`config.mk`:
```
export PLATFORM = sky130hd
export DESIGN_NAME = cache_set_engine
export DESIGN_NICKNAME = d
export VERILOG_FILES = /design/src/rtl/cache_set_engine.sv
export SDC_FILE = /design/constraint.sdc
export NUM_CORES = 2
export LEC_CHECK = 0
export BUFFER_PORTS_ARGS = -buffer_cell sky130_fd_sc_hd__buf_2
export CAP_MARGIN = 20
export CELL_PAD_IN_SITES_DETAIL_PLACEMENT = 1
export CELL_PAD_IN_SITES_GLOBAL_PLACEMENT = 2
export CORE_MARGIN = 3
export CORE_UTILIZATION = 35
export CTS_CLUSTER_DIAMETER = 60
export DETAILED_ROUTE_END_ITERATION = 12
export GPL_ROUTABILITY_DRIVEN = 0
export HOLD_SLACK_MARGIN = 0.12
export PLACE_DENSITY = 0.63
export SYNTH_ARGS = -nofsm -noshare
export SYNTH_HDL_FRONTEND = slang
export SYNTH_SLANG_ARGS = --single-unit
```
`constraint.sdc`:
```
create_clock -name clk -period 114.2 [get_ports clk]
set_clock_uncertainty 0.2 [all_clocks]
set_input_delay 17.13 -clock clk [delete_from_list [all_inputs] [get_ports clk]]
set_output_delay 17.13 -clock clk [all_outputs]
set_load 0.03 [all_outputs]
```
`src/rtl/cache_set_engine.sv`:
```
// Set-associative cache tag/state engine: per-line valid/dirty, LRU/FIFO ranks,
// write-back-allocate or write-through-no-allocate, victim reporting, saturating stats.
module cache_set_engine #(
  parameter int ADDR_W    = 48,
  parameter int BLOCKSIZE = 64,
  parameter int CACHESIZE = 2048,
  parameter int ASSOC     = 8,
  parameter int CNT_W     = 16
) (
  input  logic              clk,
  input  logic              reset,
  input  logic              req_valid,
  output logic              req_ready,
  input  logic [ADDR_W-1:0] req_addr,
  input  logic              req_we,
  input  logic              replace_policy,
  input  logic              write_policy,
  output logic              resp_valid,
  output logic              resp_hit,
  output logic              resp_evict,
  output logic [ADDR_W-1:0] evict_addr,
  output logic              evict_dirty,
  output logic [CNT_W-1:0]  reads,
  output logic [CNT_W-1:0]  writes,
  output logic [CNT_W-1:0]  read_misses,
  output logic [CNT_W-1:0]  write_misses,
  output logic [CNT_W-1:0]  writebacks,
  output logic [CNT_W-1:0]  wt_writes
);
  localparam int NUMSETS  = CACHESIZE / (BLOCKSIZE * ASSOC);
  localparam int OFFSET_W = $clog2(BLOCKSIZE);
  localparam int INDEX_W  = $clog2(NUMSETS);
  localparam int TAG_W    = ADDR_W - OFFSET_W - INDEX_W;
  localparam int IW       = (INDEX_W > 0) ? INDEX_W : 1;
  localparam int RANK_W   = $clog2(ASSOC);

  typedef enum logic [1:0] {IDLE, LOOKUP, UPDATE, RESP} state_t;
  state_t state_q, state_d;

  logic [NUMSETS-1:0][ASSOC-1:0]             valid_q, dirty_q;
  logic [NUMSETS-1:0][ASSOC-1:0][TAG_W-1:0]  tag_q;
  logic [NUMSETS-1:0][ASSOC-1:0][RANK_W-1:0] rank_q;

  logic [TAG_W-1:0]  req_tag, tag_r;
  logic [IW-1:0]     req_idx, idx_r;
  logic              we_r, lru_r, wb_r;
  logic              hit_q;
  logic [RANK_W-1:0] hit_way_q, vic_way_q;

  // Offset bits only select a byte within the line.
  wire unused_offset = ^req_addr[OFFSET_W-1:0];

  assign req_tag = req_addr[OFFSET_W+INDEX_W +: TAG_W];
  generate
    if (INDEX_W > 0) begin : g_idx
      assign req_idx = req_addr[OFFSET_W +: IW];
    end else begin : g_noidx
      assign req_idx = '0;
    end
  endgenerate

  always_ff @(posedge clk or posedge reset)
    if (reset) state_q <= IDLE;
    else       state_q <= state_d;

  always_comb begin
    state_d = state_q;
    case (state_q)
      IDLE:    if (req_valid) state_d = LOOKUP;
      LOOKUP:  state_d = UPDATE;
      UPDATE:  state_d = RESP;
      default: state_d = IDLE;
    endcase
  end

  assign req_ready  = (state_q == IDLE);
  assign resp_valid = (state_q == RESP);

  always_ff @(posedge clk or posedge reset)
    if (reset) begin
      tag_r <= '0; idx_r <= '0; we_r <= 1'b0; lru_r <= 1'b0; wb_r <= 1'b0;
    end else if (req_valid && req_ready) begin
      tag_r <= req_tag; idx_r <= req_idx; we_r <= req_we;
      lru_r <= replace_policy; wb_r <= write_policy;
    end

  // Tag match per way; victim is the lowest invalid way, else the oldest rank.
  logic [ASSOC-1:0]  match;
  logic              lk_hit, any_inv;
  logic [RANK_W-1:0] lk_hit_way, inv_way, old_way;

  for (genvar w = 0; w < ASSOC; w++) begin : g_way
    assign match[w] = valid_q[idx_r][w] && (tag_q[idx_r][w] == tag_r);
  end

  always_comb begin
    lk_hit     = |match;
    lk_hit_way = '0;
    old_way    = '0;
    inv_way    = '0;
    any_inv    = 1'b0;
    for (int w = 0; w < ASSOC; w++) begin
      if (match[w]) lk_hit_way = RANK_W'(w);
      if (rank_q[idx_r][w] == RANK_W'(ASSOC - 1)) old_way = RANK_W'(w);
    end
    for (int w = ASSOC - 1; w >= 0; w--)
      if (!valid_q[idx_r][w]) begin
        inv_way = RANK_W'(w);
        any_inv = 1'b1;
      end
  end

  always_ff @(posedge clk or posedge reset)
    if (reset) begin
      hit_q <= 1'b0; hit_way_q <= '0; vic_way_q <= '0;
    end else if (state_q == LOOKUP) begin
      hit_q     <= lk_hit;
      hit_way_q <= lk_hit_way;
      vic_way_q <= any_inv ? inv_way : old_way;
    end

  logic              fill, touch, evict, vic_v, vic_d;
  logic [RANK_W-1:0] t_way, t_rank;
  logic [TAG_W-1:0]  vic_tag;
  logic [ADDR_W-1:0] vic_addr;

  assign fill     = !hit_q && (!we_r || wb_r);
  assign touch    = (hit_q && lru_r) || fill;
  assign t_way    = hit_q ? hit_way_q : vic_way_q;
  assign t_rank   = rank_q[idx_r][t_way];
  assign vic_v    = valid_q[idx_r][vic_way_q];
  assign vic_d    = dirty_q[idx_r][vic_way_q];
  assign vic_tag  = tag_q[idx_r][vic_way_q];
  assign evict    = fill && vic_v;
  assign vic_addr = (ADDR_W'(vic_tag) << (OFFSET_W + INDEX_W)) | (ADDR_W'(idx_r) << OFFSET_W);

  function automatic logic [CNT_W-1:0] sat_inc(input logic [CNT_W-1:0] c, input logic en);
    return (en && (c != '1)) ? c + 1'b1 : c;
  endfunction

  always_ff @(posedge clk or posedge reset)
    if (reset) begin
      valid_q <= '0; dirty_q <= '0; tag_q <= '0;
      for (int s = 0; s < NUMSETS; s++)
        for (int w = 0; w < ASSOC; w++) rank_q[s][w] <= RANK_W'(w);
      reads <= '0; writes <= '0; read_misses <= '0;
      write_misses <= '0; writebacks <= '0; wt_writes <= '0;
      resp_hit <= 1'b0; resp_evict <= 1'b0; evict_addr <= '0; evict_dirty <= 1'b0;
    end else if (state_q == UPDATE) begin
      // Touched way becomes MRU; only younger ranks age, keeping a permutation.
      if (touch)
        for (int w = 0; w < ASSOC; w++)
          if (RANK_W'(w) == t_way)           rank_q[idx_r][w] <= '0;
          else if (rank_q[idx_r][w] < t_rank) rank_q[idx_r][w] <= rank_q[idx_r][w] + 1'b1;
      if (fill) begin
        valid_q[idx_r][vic_way_q] <= 1'b1;
        tag_q[idx_r][vic_way_q]   <= tag_r;
        dirty_q[idx_r][vic_way_q] <= we_r;
      end else if (hit_q && we_r && wb_r) begin
        dirty_q[idx_r][hit_way_q] <= 1'b1;
      end
      reads        <= sat_inc(reads, !we_r);
      writes       <= sat_inc(writes, we_r);
      read_misses  <= sat_inc(read_misses, !we_r && !hit_q);
      write_misses <= sat_inc(write_misses, we_r && !hit_q);
      writebacks   <= sat_inc(writebacks, evict && vic_d);
      wt_writes    <= sat_inc(wt_writes, we_r && !wb_r);
      resp_hit     <= hit_q;
      resp_evict   <= evict;
      evict_addr   <= evict ? vic_addr : '0;
      evict_dirty  <= evict && vic_d;
    end
endmodule

```
==> run_results.csv <==
group,metric,value,unit
pwr,power.share.combinational,41.4,%
clock_tree,cts-root-buf,"clkbuf_16",
grt,met3_usage,4.28,%
synth,yosysSeqAreaShare,52.7,%
worst_setup_path,crit_path_frequent_cell,"buf_4",
synth,yosys_warnings,0,
run_status,outcome,"completed",
worst_setup_path,critPathLaunchType,"input port",
worst_setup_path,r2r_slack,107.37,ns
sta,setup_viol,0,
sta,layout_min_cycle_time,21.20,ns
synth,ys.flop_type,"dfrtp_1",
die,ioPinCount,203,
routing,drt_iter0_markers,4243,
worst_setup_path,criticalPathCategory,"input port to async pin",
routing,drt-total-wl,303,mm
pwr,clock_power_share,26.2,%
sta,fmax,47.2,MHz
cells_and_area,num-fill-cells,23200,
synth,synth_top_cell_by_area,"dfrtp_1",
worst_setup_path,cp_data_required_time,114.99,ns
cells_and_area,drive_gt1_share,28.7,%
grt,grt_max_degree,168,
worst_setup_path,reg2reg_from,"idx_r[0]$_DFFE_PP0P_",
grt,grtUsageTotal,26.3,%
clock_tree,hold_buffers,0,
synth,yosys.area.top_type_share,51.0,%
clock_tree,clkTransAtPathRegs,0.06,ns
routing,via_count,53800,
die,die_y,477,µm
die,placeableCoreArea,220000,µm²
pwr,power.internal,0.00139,W
synth,synth_area_leaders,"dfrtp_1 (51%), mux2_2 (11%), mux4_2 (7.9%), o21ai_0 (4.1%), nand2_1 (3.8%)",
synth,synth_cell_types,85,
clock_tree,ctsResizeCount,0,
grt,top_usage_layer,"met2",
cells_and_area,areaGrowthSynthToFinish,13.1,%
sta,finalSetupTns,0,ns
grt,overflow,0,
sta,worst_slew_pin_slew,1.20,ns
clock_tree,numClockSinks,1635,
grt,grt_util_met2,41.2,%
run,max_cap_viol_count,0,
grt,grt_pass1_wl,433,mm
sta,slew_viol_final,0,
clock_tree,clk_path_buf_depth,3,
die,rows,172,
routing,drc_errors,0,
worst_setup_path,reg2regPathDepth,11,
placement,post-dp-hpwl,198,mm
pwr,p_switching,0.00101,W
clock_tree,cts_buffers,196,
routing,wire_per_inst,31.9,µm
min_path,holdPathStages,1,
sta,finalCritPeriodShare,18.6,%
min_path,hold_path.class,"flop to flop",
pwr,seqPwrFrac,32.3,%
die,start_util,35.3,%
grt,grt_antenna_before_repair,14,
cells_and_area,ff_latch_area,41000,µm²
cells_and_area,nets,6451,
routing,viasPerCell,5.68,
worst_setup_path,startpoint,"reset",
routing,postRouteAntennaNets,0,
placement,port_buffers,190,
die,die_width,477,µm
synth,syn_avg_cell_area,12.2,µm²
min_path,min_to,"valid_q[8]$_DFFE_PP0P_",
pwr,p_leak,40.1,nW
worst_setup_path,r2r_end,"hit_way_q[0]$_DFFE_PP0N_",
pwr,ir_drop,0.0164,mV
clock_tree,h-tree-depth,4,
clock_tree,cts_tree,"done",
routing,drt_first_pass_iters,5,
min_path,hold_start,"valid_q[8]$_DFFE_PP0P_",
pwr,switching_share,42.0,%
cells_and_area,multi_input_area,34000,µm²
placement,place_ws,91.36,ns
synth,synthArstFlopShare,100,%
worst_setup_path,crit_path_end_kind,"async pin",
worst_setup_path,cp.arrival,21.99,ns
sta,finalHoldViolations,0,
synth,syn_inst,6360,
sta,worst_slack,93.00,ns
clock_tree,clk_latency,0.86,ns
pwr,powerDensity,27.3,nW/µm²
synth,synth-seq-cells,1635,
sta,rsz0062_at_grt,"no",
synth,syn_area,77800,µm²
grt,grt_pass1_vias,55800,
worst_setup_path,slowest_delay,0.85,ns
sta,maxSlewHeadroom,19.7,%
worst_setup_path,path_cells,"buf_2, inv_8, buf_12, buf_4, buf_4, buf_4, buf_4, buf_16",
clock_tree,cts_setup_buffers,0,
synth,synth_edf_count,0,
worst_setup_path,cp_max_fo,158,
worst_setup_path,slowest_stage,"buf_4",
die,die-area,228000,µm²
grt,met1_usage,36.2,%
final cells by class:
cell class	instances	share of cell area [%]
clock inverters	64	0.792
multi-input cells	4065	38.6
repair buffers	368	2.80
well taps	2958	4.21
inverters	90	0.394
diodes	3	0.00853
clock buffers	298	6.60
flip-flops and latches	1635	46.6
how the worst max path moves through the flow:
| stage | endpoint | slack (ns) | cells after the start |
|---|---|---|---|
| detailed placement | tag_r[10]$_DFFE_PP0P_ | 91.36 | 7 |
| finish | tag_r[10]$_DFFE_PP0P_ | 93.00 | 8 |
| global placement | tag_r[10]$_DFFE_PP0P_ | 91.47 | 7 |
| global route | tag_r[10]$_DFFE_PP0P_ | 92.28 | 8 |
| floorplan | dirty_q[0]$_DFFE_PP0P_ | 50.81 | 1 |
| CTS | tag_r[10]$_DFFE_PP0P_ | 92.31 | 7 |
cell usage in the layout, fill, tap and decap left out, types with 71 or more instances in the layout:
cell / n
a21oi_1: 103
buf_2: 191
buf_4: 164
clkbuf_16: 198
dfrtp_1: 1581
inv_1: 76
mux2_2: 785
mux2i_1: 171
mux4_2: 274
nand2_1: 770
nand4_1: 71
nor2_1: 83
o21ai_0: 639
o22ai_1: 199
xnor2_1: 292
per-stage QoR:
step / area [µm²] / power [W] / cells / util [%] / hold slack (ns)
final: 88000 / 0.00241 / 9481 / 39.9 / 0.259
after global routing: 88000 / 0.00251 / 9479 / 39.9 / 0.273
after CTS: 87800 / 0.00242 / 9471 / 39.9 / 0.261
after detailed placement: 81300 / 0.00178 / 9109 / 36.9 / 0.248
after global placement: 81300 / 0.00176 / 9107 / 36.9 / 0.240
after floorplan: 77800 / 0.00138 / 6365 / - / 0.225
state kept, by name (all words and copies together), names as in the netlist, 2 cells and up:
name	cells
tag_q	1280
rank_q	96
evict_addr	42
tag_r	40
dirty_q	32
valid_q	32
read_misses	16
reads	16
write_misses	16
writebacks	16
writes	16
wt_writes	16
hit_way_q	3
vic_way_q	3
idx_r	2
state_q	2
routing by layer:
layer / vias up / share of wire [%]
li1: 22900 / -
met1: 29100 / 45
met2: 1378 / 46
met3: 471 / 4.8
met4: 10 / 4.6
met5: - / 0.021
power groups by stage:
stage	clock network, W	logic [W]	registers [W]
floorplan	0	0.000605	0.000778
global placement	0	0.000984	0.000780
detailed placement	0	0.000993	0.000786
CTS	0.000646	0.000996	0.000777
global route	0.000671	0.00105	0.000792
finish	0.000631	0.000997	0.000778
kinds of logic (layout without fill, tap and decap cells):
family / count (synthesis) / after routing / share of synthesized area (%)
mux: 1263 / 1263 / 22.6
compound gates: 1179 / 1179 / 8.99
flops: 1635 / 1635 / 52.7
simple gates: 1220 / 1220 / 7.04
xor+xnor: 356 / 356 / 4.01
fa+ha+maj: 41 / 41 / 0.659
other cells: 1 / 9 / 0.00482
buf+inv: 665 / 820 / 4.04
cell usage after synthesis, types with 29 or more instances:
master     count
a21oi_1      103
buf_2        124
buf_4         32
clkbuf_1     361
dfrtp_1     1587
dfstp_2       48
ha_1          41
inv_1         78
mux2_2       785
mux2i_1      171
mux4_2       274
nand2_1      795
nand2b_1      45
nand3_1       46
nand4_1       71
nor2_1        93
nor4_1        29
o21ai_0      639
o22ai_1      199
o2bb2ai_1     45
or4_1         37
xnor2_1      292
xor2_1        64
critical path, delay by kind of cell:
kind	cells	cell delay, ns
buffers and inverters	8	4.57
No activity file was read; power rests on OpenSTA's default activity.
